$ cat config.mk
export PLATFORM = sky130hd
export DESIGN_NAME = pong_game_controller
export DESIGN_NICKNAME = d
export VERILOG_FILES = /design/src/rtl/pong_game_controller.sv
export SDC_FILE = /design/constraint.sdc
export NUM_CORES = 1
export LEC_CHECK = 0
export CAP_MARGIN = 5
export CORE_UTILIZATION = 47
export DETAILED_ROUTE_END_ITERATION = 16
export PLACE_DENSITY_LB_ADDON = 0.08
export SYNTH_ARGS = -nofsm -noshare
export SYNTH_HDL_FRONTEND = slang
export SYNTH_SLANG_ARGS = --single-unit
$ cat constraint.sdc
create_clock -name CLOCK_25 -period 2.3 [get_ports CLOCK_25]
set_clock_uncertainty 0.2 [all_clocks]
set_input_delay 0.345 -clock CLOCK_25 [delete_from_list [all_inputs] [get_ports CLOCK_25]]
set_output_delay 0.345 -clock CLOCK_25 [all_outputs]
set_load 0.01 [all_outputs]
$ cat src/rtl/pong_game_controller.sv
// Match sequencer for the Pong datapath: owns game state, scores and winner,
// and drives pause / ball_reset / serve direction into img_generator.
module pong_game_controller #(
    parameter int unsigned SERVE_DELAY = 50,
    parameter int unsigned POINT_HOLD  = 25,
    parameter int unsigned WIN_SCORE   = 7,
    parameter logic [3:0]  START_KEY   = 4'd1,
    parameter logic [3:0]  PAUSE_KEY   = 4'd4
) (
    input  logic       CLOCK_25,
    input  logic       reset,
    input  logic       tick,
    input  logic [3:0] keys_1,
    input  logic [3:0] keys_2,
    input  logic       miss_1,
    input  logic       miss_2,
    output logic       pause,
    output logic       ball_reset,
    output logic       serve_left,
    output logic [2:0] score_1,
    output logic [2:0] score_2,
    output logic [1:0] winner,
    output logic [2:0] state
);

    typedef enum logic [2:0] {
        IDLE      = 3'd0,
        SERVE     = 3'd1,
        PLAY      = 3'd2,
        HOLD      = 3'd3,
        POINT     = 3'd4,
        GAME_OVER = 3'd5
    } state_t;

    localparam logic [7:0] SERVE_CNT = 8'(SERVE_DELAY);
    localparam logic [7:0] POINT_CNT = 8'(POINT_HOLD);
    localparam logic [2:0] WIN       = 3'(WIN_SCORE);

    state_t     state_q, state_d;
    logic [7:0] cnt_q, cnt_d;
    logic [3:0] prev_1_q, prev_2_q;
    logic [2:0] score_1_d, score_2_d;
    logic [1:0] winner_d;
    logic       serve_left_d;
    logic       start_press, pause_press;

    function automatic logic [2:0] sat_inc(input logic [2:0] s);
        return (s == 3'd7) ? 3'd7 : s + 3'd1;
    endfunction

    // A press is the first cycle a code appears; holding a key yields one press.
    assign start_press = (keys_1 == START_KEY && prev_1_q != START_KEY) ||
                         (keys_2 == START_KEY && prev_2_q != START_KEY);
    assign pause_press = (keys_1 == PAUSE_KEY && prev_1_q != PAUSE_KEY) ||
                         (keys_2 == PAUSE_KEY && prev_2_q != PAUSE_KEY);

    always_comb begin
        state_d      = state_q;
        cnt_d        = cnt_q;
        score_1_d    = score_1;
        score_2_d    = score_2;
        winner_d     = winner;
        serve_left_d = serve_left;
        case (state_q)
            IDLE: begin
                if (start_press) state_d = SERVE;
            end
            SERVE: begin
                if (tick) begin
                    if (cnt_q == 8'd1) state_d = PLAY;
                    else               cnt_d   = cnt_q - 8'd1;
                end
            end
            PLAY: begin
                if (miss_1 && miss_2) begin
                    state_d = POINT;
                end else if (miss_1) begin
                    score_2_d    = sat_inc(score_2);
                    serve_left_d = 1'b0;
                    if (score_2_d == WIN) begin
                        state_d  = GAME_OVER;
                        winner_d = 2'd2;
                    end else begin
                        state_d = POINT;
                    end
                end else if (miss_2) begin
                    score_1_d    = sat_inc(score_1);
                    serve_left_d = 1'b1;
                    if (score_1_d == WIN) begin
                        state_d  = GAME_OVER;
                        winner_d = 2'd1;
                    end else begin
                        state_d = POINT;
                    end
                end else if (pause_press) begin
                    state_d = HOLD;
                end
            end
            HOLD: begin
                if (pause_press) state_d = PLAY;
            end
            POINT: begin
                if (tick) begin
                    if (cnt_q == 8'd1) state_d = SERVE;
                    else               cnt_d   = cnt_q - 8'd1;
                end
            end
            GAME_OVER: begin
                if (start_press) begin
                    state_d   = SERVE;
                    score_1_d = 3'd0;
                    score_2_d = 3'd0;
                    winner_d  = 2'd0;
                end
            end
            default: state_d = IDLE;
        endcase
        // Entry load overrides any same-cycle tick decrement.
        if (state_d == SERVE && state_q != SERVE) cnt_d = SERVE_CNT;
        if (state_d == POINT && state_q != POINT) cnt_d = POINT_CNT;
    end

    always_ff @(posedge CLOCK_25) begin
        if (reset) begin
            state_q    <= IDLE;
            cnt_q      <= 8'd0;
            prev_1_q   <= 4'd0;
            prev_2_q   <= 4'd0;
            pause      <= 1'b1;
            ball_reset <= 1'b0;
            serve_left <= 1'b0;
            score_1    <= 3'd0;
            score_2    <= 3'd0;
            winner     <= 2'd0;
        end else begin
            state_q    <= state_d;
            cnt_q      <= cnt_d;
            prev_1_q   <= keys_1;
            prev_2_q   <= keys_2;
            pause      <= (state_d != PLAY);
            ball_reset <= (state_d == SERVE) && (state_q != SERVE);
            serve_left <= serve_left_d;
            score_1    <= score_1_d;
            score_2    <= score_2_d;
            winner     <= winner_d;
        end
    end

    assign state = state_q;

endmodule

## Yosys cells after proc, flatten, opt, wreduce, memory -nomap -nowiden

Index checks and enable logic that the tools add are counted.

- Logic and storage cells: 114
- Memories kept: 0
- Output and inout port bits: 14
- RAM bits: 0
- Input port bits: 13
- Bits in latches: 0
- Flip-flop bits (word level): 30
- Bits in read-only memories: 0

- Bitwise logic cells: 2
- Div/mod/pow operators: 0
- $add $sub $neg: 3
- Reductions and logical operators: 27
- Eq/ne operators: 33
- $lt $le $gt $ge: 0
- Shift operators: 0
- Mux-type cells: 37
- Multipliers: 0

Operator list:

| kind | count |
|---|---|
| 3-bit two-way mux | 18 |
| 6-bit two-way mux | 4 |
| 3-bit == test (second input constant) | 7 |
| 3-bit one-hot mux with 5 select lines | 1 |
| 2-bit two-way mux | 6 |
| 3-bit != test (second input constant) | 4 |
| 3-bit one-hot mux with 2 select lines | 2 |
| 3-bit AND reduction | 4 |
| 2-bit != test (second input constant) | 5 |
| 4-bit by 1-bit == test with 1-bit output (second input constant) | 2 |
| 4-bit by 3-bit == test with 1-bit output (second input constant) | 2 |
| 8-bit by 1-bit == test with 1-bit output (second input constant) | 1 |
| 4-bit by 1-bit != test with 1-bit output (second input constant) | 2 |
| 4-bit by 3-bit != test with 1-bit output (second input constant) | 2 |
| 2-bit nonzero test | 4 |
| 8-bit by 1-bit subtractor with 8-bit output (second input constant) | 1 |
| 1-bit logical AND | 7 |
| 3-bit by 1-bit adder with 3-bit output (second input constant) | 2 |
| 3-bit by 1-bit == test with 1-bit output (second input constant) | 2 |
| 3-bit by 2-bit == test with 1-bit output (second input constant) | 2 |
| 3-bit by 1-bit != test with 1-bit output (second input constant) | 2 |
| 6-bit AND reduction | 1 |
| 3-bit nonzero test | 2 |
| 2-bit OR reduction | 3 |
| 11 further kinds | 16 |

## Depth between registers and ports, before layout

- Depth in word-level cells: 12
- Mapped depth: 8
- Mapped depth without buffers: 8

## Worst setup path after synthesis

Ideal clock, no wire load.

- Path type: flip-flop to flip-flop
- From: register score_2[0]
- To: register winner[0]
- Setup slack: 31 ps
- Data required time: 1,972 ps
- Setup time: 128 ps
- Stages on the path, launching flop included: 8
- Path buffers: 0
- Arrival time: 1,941 ps
- Cells stage by stage: dfxtp_1 -> ha_1 -> inv_1 -> o311a_1 -> or4_1 -> a21oi_2 -> mux2i_1 -> nor2_1

- Cells in the longest elaborated chain, start to end: 5
- Elaborated cells between the ends (all ways): 6
- Classes of those cells: add/sub: 1; eq/ne: 3; mux: 1; reduce/logical: 1

RTL lines:

| element | RTL line | RTL |
|---|---|---|
| start, declared | 21 | `output logic [2:0] score_2,` |
| start signal, assigned | 144 | `score_2 <= score_2_d;` |
| 3-bit by 1-bit adder with 3-bit output / 3-bit == test (equally long branches) | 48 | `return (s == 3'd7) ? 3'd7 : s + 3'd1;` |
| 3-bit two-way mux * | 48 |  |
| 3-bit == test * | 80 | `if (score_2_d == WIN) begin` |
| 3-bit != test (no line) * | n/a |  |
| 6-bit AND reduction (no line) * | n/a |  |
| end signal, assigned | 145 | `winner <= winner_d;` |
| end, declared | 22 | `output logic [1:0] winner,` |

Mark *: on every way between the ends. The rest lies on a longest branch, timed or not.
A chain may end at the register's enable or synchronous reset.

## Worst setup path after layout

- From: register prev_2_q[0]
- To: register cnt_q[0]

- Cells in the longest elaborated chain, start to end: 12
- Elaborated cells between the ends (all ways): 23
- Classes of those cells: eq/ne: 5; mux: 9; reduce/logical: 9

RTL lines:

| element | RTL line | RTL |
|---|---|---|
| start, declared | 41 | `logic [3:0] prev_1_q, prev_2_q;` |
| start signal, assigned | 139 | `prev_2_q <= keys_2;` |
| 4-bit by 3-bit != test with 1-bit output | 55 | `(keys_2 == PAUSE_KEY && prev_2_q != PAUSE_KEY);` |
| 1-bit logical AND | 55 |  |
| 1-bit logical OR | 54 | `assign pause_press = (keys_1 == PAUSE_KEY && prev_1_q != PAUSE_KEY) \|\|` |
| 3-bit two-way mux | 95 | `end else if (pause_press) begin` |
| 3-bit two-way mux | 86 | `end else if (miss_2) begin` |
| 3-bit two-way mux | 77 | `end else if (miss_1) begin` |
| 3-bit two-way mux | 75 | `if (miss_1 && miss_2) begin` |
| 3-bit one-hot mux with 5 select lines * | 64 | `case (state_q)` |
| 3-bit by 1-bit == test with 1-bit output / 3-bit == test (equally long branches) | 119, 120 |  |
| 1-bit logical AND, on equally long branches | 119, 120 |  |
| 3-bit by 1-bit != test with 1-bit output (no line) (tied with other cells) | n/a |  |
| 3-bit AND reduction (no line) / 5-bit two-way mux (equally long branches) | n/a |  |
| end signal, assigned | 137 | `cnt_q <= cnt_d;` |
| end, declared | 40 | `logic [7:0] cnt_q, cnt_d;` |

Marked as above.

==> run metrics <==
status finished with violations; failing checks setup timing; Post-Synthesis Cells around 170; Final GP Congestion 0.817; area grow syn2layout 37.5%; mux cell area share after synthesis 1.85%; Worst Path Arrival around 2400 ps; reg2reg start prev_2_q[0]$_SDFF_PP0_; routing usage on met2 38.0%; post-synthesis cell area 0.00162 sq mm; share of the synthesized area in the top cell type 37.0%; first-pass GRT wire length between 5000 and 6000 microns; DR vias around 1500; largest net degree at the start of global routing 18; Final Critical Period 2340 ps; Static Leak 0.800 nW; antenna cells 0; clock sinks 30; most frequent cell after synthesis dfxtp_1; clock buffer depth 2; share of cells above drive strength 1 27.1%; reg2reg end cnt_q[0]$_SDFFE_PP0P_; RSZ-0062 raised after global routing true; Reg2Reg Depth 7; met1 Usage GRT 27.2%; max-slew violations 0; number of flops mapped to enable cells by yosys 0; synth top area cells dfxtp_1 (37%), a21oi_1 (4.6%), ha_1 (4.6%); reg-to-reg slack, setup -40 ps; Worst setup startpoint prev_2_q[0]$_SDFF_PP0_; grt met3 use between 6 and 7%; DRT Pass-1 Iters 4; cts bufs inserted 5; ys flop type dfxtp_1; DRC violations left 0; final setup margin -40.1 ps; H-tree depth 2; CTS tree done; PwrDens 484 mW/mm^2; Worst setup EP type register; Max-cap violations 0; initial core utilization between 50% and 60%; dpl ws -309 ps; Post-DP Area 0.00208 sq mm; FMAX 427 MHz; largest family of logic cells by synthesized area simple AND/OR/NAND/NOR gates; die footprint 0.00369 sq mm; Port Buffer Count 26; worst vdd ir 387 uV; core box area roughly 0.0032 sq mm; GRT Resource Usage Total 22.4%; Yosys warnings 0; Die Y 60.7 microns; Core Util, Final 70.7%; worst path required time between 2000 and 2500 ps; simple logic cell fraction of the synthesized area slightly below 30%; Max transition margin 58.1%; total power 1.08 mW; initial antenna violation count 0; crit-path max FO 6; final number of hold-violating endpoints 0; vias in the first global route between 1000 and 1500; Synth top cells by count dfxtp_1 (30), nor2_1 (20), a21oi_1 (15), nor2b_1 (10), nand2_1 (9); Nets between 200 and 250; GRT Residual Overflow 0; area leader, netlist dfxtp_1; Post-DRT Antenna Nets 0; Post-DP HPWL 2770 microns; Die X around 61 microns; Synthesized Nets around 190; WS Path Type reg2reg; worst hold slack 268 ps; DR WL/cell 14.2 microns; worst hold path startpoint winner[1]$_SDFFE_PP0P_; final instance area 0.00223 sq mm; clock root buffer clkbuf_4; Syn Area/Cell roughly 9.4 sq um; Via-to-Cell Ratio 5.47; register bit total from synthesis 30; complex-gate fraction of the synthesized area 20.1%; xor-xnor portion of the synthesized cell area 3.78%; Skew-Pair Late Insertion Delay 330 ps; CTS clock-pin slew for the worst setup and hold paths 90 ps; I/O pin count 27; drt total wl 3810 microns; row count 20; measured slew at the worst slew-check pin 627 ps; cts hold-fix bufs 0; Netlist cell types 53; Seq/Total Area, Yosys 37.0%; post-synthesis adder-cell area fraction between 4 and 5%; initial drt markers 59; post-route clock period utilization 102%; setup violators final 2; Hold Crit Class reg2reg; GRT Max-Usage Layer met2; Setup crit end cnt_q[0]$_SDFFE_PP0P_; CP startpoint kind register; ys async rst share 0%
layout by cell type (no fill, tap or decap), types with 4 or more instances in the layout:
| cell | n |
|---|---|
| nor2b_1 | 10 |
| ha_1 | 5 |
| buf_4 | 25 |
| xnor2_1 | 4 |
| nand2b_1 | 4 |
| nand3_1 | 5 |
| clkdlybuf4s50_1 | 26 |
| nor2_1 | 18 |
| inv_1 | 4 |
| nand2_1 | 9 |
| clkbuf_4 | 5 |
| dfxtp_1 | 27 |
| a21oi_1 | 13 |
| nor3_1 | 5 |
cell type report:
class | count | area [sq um]
Sequential cell | 30 | 604
Clock buffer | 7 | 55.1
Clock inverter | 1 | 5.00
Inverter | 5 | 18.8
Fill cell | 260 | 923
Timing Repair Buffer | 51 | 448
Multi-Input combinational cell | 131 | 1040
Tap cell | 44 | 55.1
per-stage QoR:
| stage | std cells | TNS [ps] |
|---|---|---|
| final | 269 | -72.8 |
| after global routing | 269 | -513 |
| after CTS | 268 | 0 |
| after detailed placement | 260 | -3760 |
| after global placement | 260 | -2830 |
| after floorplan | 173 | 0 |
kinds of logic after synthesis:
group                      after synthesis
and+or+nand+nor                         74
AOI/OAI and AO/OA                       41
DFF                                     30
buffers and inverters                   12
xor gates and xnor gates                 7
adders and majority gates                6
muxes                                    3
power breakdown:
| group | total [mW] | leakage (nW) | switching, mW | internal, mW |
|---|---|---|---|---|
| combinational | 0.188 | 0.518 | 0.0884 | 0.0995 |
| clock | 0.332 | 0.0353 | 0.184 | 0.148 |
| sequential | 0.558 | 0.246 | 0.0192 | 0.539 |
how the worst min path moves through the flow:
| stage | endpoint | cells after the start |
|---|---|---|
| after floorplan | prev_2_q[2]$_SDFF_PP0_ | 1 |
| after global placement | winner[1]$_SDFFE_PP0P_ | 2 |
| after detailed placement | winner[1]$_SDFFE_PP0P_ | 2 |
| after CTS | winner[1]$_SDFFE_PP0P_ | 2 |
| after global routing | winner[1]$_SDFFE_PP0P_ | 2 |
| final | winner[1]$_SDFFE_PP0P_ | 2 |
metal layers:
metal	vias up	routed length [microns]
li1	741	-
met1	695	1670
met2	28	1940
met3	7	146
met4	0	58
met5	-	0
state kept, by name, indices dropped and copies added, names as in the netlist:
name,count
ball_reset,1
score_2,3
winner,2
prev_1_q,4
serve_left,1
cnt_q,8
state,3
prev_2_q,4
pause,1
score_1,3
critical path, cell delays in order (launching register included):
cell and delay [ps]:
dfxtp_2 330, or4b_4 540, a22oi_2 260, a2111oi_4 110, buf_4 170, o31ai_4 390
nand2_1 130, a21oi_2 140
timing repair:
| item | in CTS | in global routing |
|---|---|---|
| resized for setup | 2 | 15 |
| pin swaps | 1 | 16 |
| buffers inserted | 0 | 1 |
| endpoints found under the setup margin | 7 | 14 |
| endpoints found under the hold margin | 0 | 0 |
Note: power is estimated with default switching activity, not from simulation.
==> edit 1: new RTL, same flow settings <==
Put one more register stage on the output `state`. The value now appears one clock later. The other outputs are not delayed to match.
--- a/src/rtl/pong_game_controller.sv
+++ b/src/rtl/pong_game_controller.sv
@@ -146,7 +146,9 @@
         end
     end
 
-    assign state = state_q;
+    always_ff @(posedge CLOCK_25) begin
+        state <= state_q;
+    end
 
 endmodule
 
Check against the original RTL: not equivalent (Yosys sat finds a counterexample within 4 cycles, from zero or initial values and one cycle with reset high).
==> edit 1 against the unedited design <==
  * Wire length decreased by 2.8%
  * First-iteration DRC count fell by 12%
  * Sequential cell count rose by 3
  * Total power grew 20%
  * Synthesized area rose by 2.5%
  * Design area is 0.73% higher
  * Synthesized cell count grew 3.5%
  * Worst setup slack improved by 0.087 ns
  * Critical path type is now primary input to flip-flop
  * Highest routed layer unchanged
==> edit 1: results <==
export IMPL_whs_ns=0.103
export IMPL_avgSynthCellArea_um2=9.29
export IMPL_synthXorXnorAreaFrac=0.0421
export IMPL_cp_arrival_ns=2.32
export IMPL_grt_pass1_vias=1435
export IMPL_timing_rr_end="cnt_q[3]$_SDFFE_PP0P_"
export IMPL_slew_headroom=0.648
export IMPL_firstDrtPassIters=5
export IMPL_grt_pass1_wl_um=5980
export IMPL_leakagePower_nw=0.890
export IMPL_status="finished, final reports clean"
export IMPL_seq_area_frac_synth=0.397
export IMPL_muxShareOfSynthArea=0.0361
export IMPL_grt_usage=0.218
export IMPL_fill_cells=317
export IMPL_nets=244
export IMPL_synth_adder_area_share=0.0512
export IMPL_num_vias=1459
export IMPL_regToRegStartpoint="score_2[1]$_SDFFE_PP0P_"
export IMPL_dpl_cell_area_um2=2100
export IMPL_drt_first_iter_violations=52
export IMPL_cp_max_fo=7
export IMPL_drive_above_1_share=0.213
export IMPL_hold_end="prev_2_q[0]$_SDFF_PP0_"
export IMPL_routed_wl_um=3700
export IMPL_place_gp_congestion=0.797
export IMPL_synth_area_top_cells="dfxtp_1, nor2_1, ha_1, nor2b_1, a21oi_1"
export IMPL_peakVddDrop_uv=371
export IMPL_preCtsSetupSlack_ns=-0.340
export IMPL_routed_via_density=5.38
export IMPL_synth_commonest_cells="dfxtp_1, nor2_1, a21oi_1, nor2b_1, nor3_1"
export IMPL_dp_hpwl_um=2840
export IMPL_hp_class="primary input to flip-flop"
-- edit 1: changes by cell type in the layout (fill, tap and decap cells not counted), sizes merged, moves of 4 or more --
cell           change
dlymetal6s2s       +5
nand4              +4
nor3               +4
clkdlybuf4s50      -5
a21oi              -4
buf                -6
-- edit 1: worst max-delay path, stage by stage --
cell and delay (ns):
clkdlybuf4s50_1 0.50, or4b_4 0.49, o221a_4 0.30, a211o_4 0.32, a31oi_4 0.20, a21oi_1 0.06, nor2_1 0.11
-- edit 1: cell families after synthesis --
group	Yosys count
buf+inv	12
mux	6
fa+ha+maj	7
simple gates	80
compound gates	33
flops	33
xor+xnor	8
-- edit 1: worst max path at each step --
stage                                  startpoint                    end  slack (ns)  cells after the start
after floorplan           score_2[0]$_SDFFE_PP0P_  cnt_q[4]$_SDFFE_PP0P_        0.04                      7
after global placement                  keys_2[1]  cnt_q[5]$_SDFFE_PP0P_       -0.28                      7
after detailed placement                keys_2[1]  cnt_q[4]$_SDFFE_PP0P_       -0.34                      6
after CTS                               keys_2[1]  cnt_q[4]$_SDFFE_PP0P_       0.002                      6
after global routing                    keys_1[2]  cnt_q[3]$_SDFFE_PP0P_       -0.01                      7
final                                   keys_1[0]  cnt_q[5]$_SDFFE_PP0P_        0.05                      7
-- edit 1: where the power goes --
part / switching, mW / leakage [nW] / total (mW) / internal, mW
sequential: 0.0416 / 0.271 / 0.649 / 0.608
clock: 0.179 / 0.0314 / 0.323 / 0.144
combinational: 0.161 / 0.588 / 0.324 / 0.164
total: 0.381 / 0.890 / 1.30 / 0.916
-- edit 1: what timing repair did --
action,in CTS,in global routing
resized for setup,0,21
setup endpoints to repair,2,9
pin swaps,1,7
endpoints found under the hold margin,0,0
-- edit 1: final cells by class --
cell class | count | area (µm²) | share of cell area
Inverter | 6 | 22.5 | 0.0100
Clock buffer | 7 | 55.1 | 0.0245
Timing Repair Buffer | 45 | 415 | 0.185
Sequential cell | 33 | 666 | 0.296
Multi-Input combinational cell | 134 | 1030 | 0.458
Tap cell | 46 | 57.6 | 0.0256
-- edit 1: metal layers --
layer / global-route usage / share of wire
met1: 0.260 / 0.46
met2: 0.350 / 0.48
met3: 0.0672 / 0.041
met4: 0.114 / 0.016
met5: 0 / 0
==> edit 2: new RTL, config.mk and constraints unchanged <==
Without the edit above. The parameter `POINT_HOLD` goes from 25 to 12.
--- a/src/rtl/pong_game_controller.sv
+++ b/src/rtl/pong_game_controller.sv
@@ -2,7 +2,7 @@
 // and drives pause / ball_reset / serve direction into img_generator.
 module pong_game_controller #(
     parameter int unsigned SERVE_DELAY = 50,
-    parameter int unsigned POINT_HOLD  = 25,
+    parameter int unsigned POINT_HOLD  = 12,
     parameter int unsigned WIN_SCORE   = 7,
     parameter logic [3:0]  START_KEY   = 4'd1,
     parameter logic [3:0]  PAUSE_KEY   = 4'd4
Behaviour: same outputs for any inputs over 10 cycles, from zero or initial values and one cycle with reset high; that may be too few to reach the edited logic, so the function may still have changed.
==> edit 2 against the unedited design <==
  * Wire length up 4.4%
  * Sequential share of layout area down 0.77 points
  * Critical path depth unchanged
  * Sequential cell count unchanged
  * Design area up 2.9%
  * First-iteration DRC count up 10%
  * Synthesized area down 2.6%
  * Register-to-register slack better by 0.19 ns
  * Total power down 0.23%
  * Maximum frequency up 4.7%
  * Worst setup slack better by 0.11 ns
  * Worst hold slack worse by 0.19 ns
==> edit 2: results <==
export IMPL_status="finished, final reports clean"
export IMPL_cts_root_buf="clkbuf_4"
export IMPL_seq_area_frac_synth=0.380
export IMPL_cp_max_fo=6
export IMPL_p_sw_mw=0.295
export IMPL_grt_pass1_wl_um=6260
export IMPL_synth_cell_types=51
export IMPL_drive_above_1_share=0.287
export IMPL_cts_resized=17
export IMPL_critical_path_top_delay_family="compound AO/OA/AOI/OAI gates"
export IMPL_synth_adder_area_share=0.0539
export IMPL_routed_wl_um=3980
export IMPL_htreeDepth=2
export IMPL_synth_area_top_cells="dfxtp_1, nor2_1, ha_1, a21oi_1, nand2_1"
export IMPL_num_antenna_cells=0
export IMPL_max_stage_delay_ns=0.56
export IMPL_slowest_stage="or4b_4"
export IMPL_hp_class="primary input to flip-flop"
export IMPL_synthArstFlopShare=0
export IMPL_synthXorXnorAreaFrac=0.0444
export IMPL_power_clock_mw=0.315
export IMPL_peakVddDrop_uv=327
export IMPL_antenna_found_initial=0
export IMPL_min_path_cells=2
export IMPL_cts_buffer_depth=2
export IMPL_hp_start="keys_2[2]"
export IMPL_nets=250
export IMPL_slew_headroom=0.683
export IMPL_grt_usage=0.237
export IMPL_grt_max_degree=13
export IMPL_regToRegStartpoint="score_2[0]$_SDFFE_PP0P_"
export IMPL_worst_r2r_cell_count=8
export IMPL_hold_end="prev_2_q[2]$_SDFF_PP0_"
export IMPL_numCtsBuffers=5
export IMPL_timing_rr_end="cnt_q[3]$_SDFFE_PP0P_"
export IMPL_synth_compound_area_frac=0.198
export IMPL_r2r_slack_ns=0.15
export IMPL_sequentialPowerShare=0.520
export IMPL_dp_hpwl_um=2830
export IMPL_synth_commonest_cells="dfxtp_1, nor2_1, nand2_1, a21oi_1, nor2b_1"
export IMPL_drt_first_iter_violations=65
export IMPL_reg_largest_list="cnt_q: 8 flops, prev_1_q: 4 flops, prev_2_q: 4 flops"
export IMPL_numPortBuffers=26
export IMPL_muxShareOfSynthArea=0.0190
export IMPL_insertion_delay_ns=0.33
export IMPL_grt_pass1_vias=1423
export IMPL_path_clk_slew_ns=0.09
export IMPL_p_clk_frac=0.293
export IMPL_routed_via_density=5.41
export IMPL_leakagePower_nw=0.910
export IMPL_fill_cells=238
export IMPL_place_gp_congestion=0.805
export IMPL_syn_nets=193
export IMPL_postCtsSetupBuffers=0
export IMPL_cp_arrival_ns=2.30
-- edit 2: cell types whose count changed after synthesis, moves of 3 or more --
cell,delta
clkbuf_1,+3
nand2_1,+8
nand3_1,-4
nor3_1,-3
nor3_2,+3
nor4b_1,+3
nor4b_2,-3
-- edit 2: per-layer routing --
layer,GRT usage,part of all wire,vias up
met5,0,0,-
met1,0.258,0.41,707
li1,-,-,741
met4,0.116,0.015,0
met2,0.438,0.55,25
met3,0.0390,0.028,8
-- edit 2: cell type report --
| class | count | share of cell area |
|---|---|---|
| Inverter | 5 | 0.00818 |
| Tap cell | 44 | 0.0240 |
| Timing Repair Buffer | 57 | 0.220 |
| Sequential cell | 30 | 0.263 |
| Clock buffer | 6 | 0.0224 |
| Multi-Input combinational cell | 132 | 0.462 |
-- edit 2: worst max-delay path by stage --
stage                     cells after the start  startpoint                     to  slack, ns
after CTS                                     7   keys_2[2]  cnt_q[1]$_SDFFE_PP0P_      0.006
after global routing                          7   keys_2[3]  cnt_q[3]$_SDFFE_PP0P_     -0.008
after global placement                        7   keys_2[0]  cnt_q[1]$_SDFFE_PP0P_      -0.40
after floorplan                               6   keys_2[0]  cnt_q[1]$_SDFFE_PP0P_       0.11
final                                         7   keys_2[3]  cnt_q[3]$_SDFFE_PP0P_       0.07
after detailed placement                      7   keys_1[0]  cnt_q[0]$_SDFFE_PP0P_      -0.45
-- edit 2: per-stage QoR --
stage	setup WS (ns)	cell area [µm²]	setup TNS, ns	std cells	hold slack, ns
finish	0.0652	2290	0	274	0.0774
global route	-0.00822	2290	-0.00822	274	0.0789
CTS	0.00563	2200	0	272	0.188
detailed placement	-0.452	2080	-6.92	266	0.296
global placement	-0.405	2080	-6.04	266	0.291
floorplan	0.115	1580	0	174	0.273
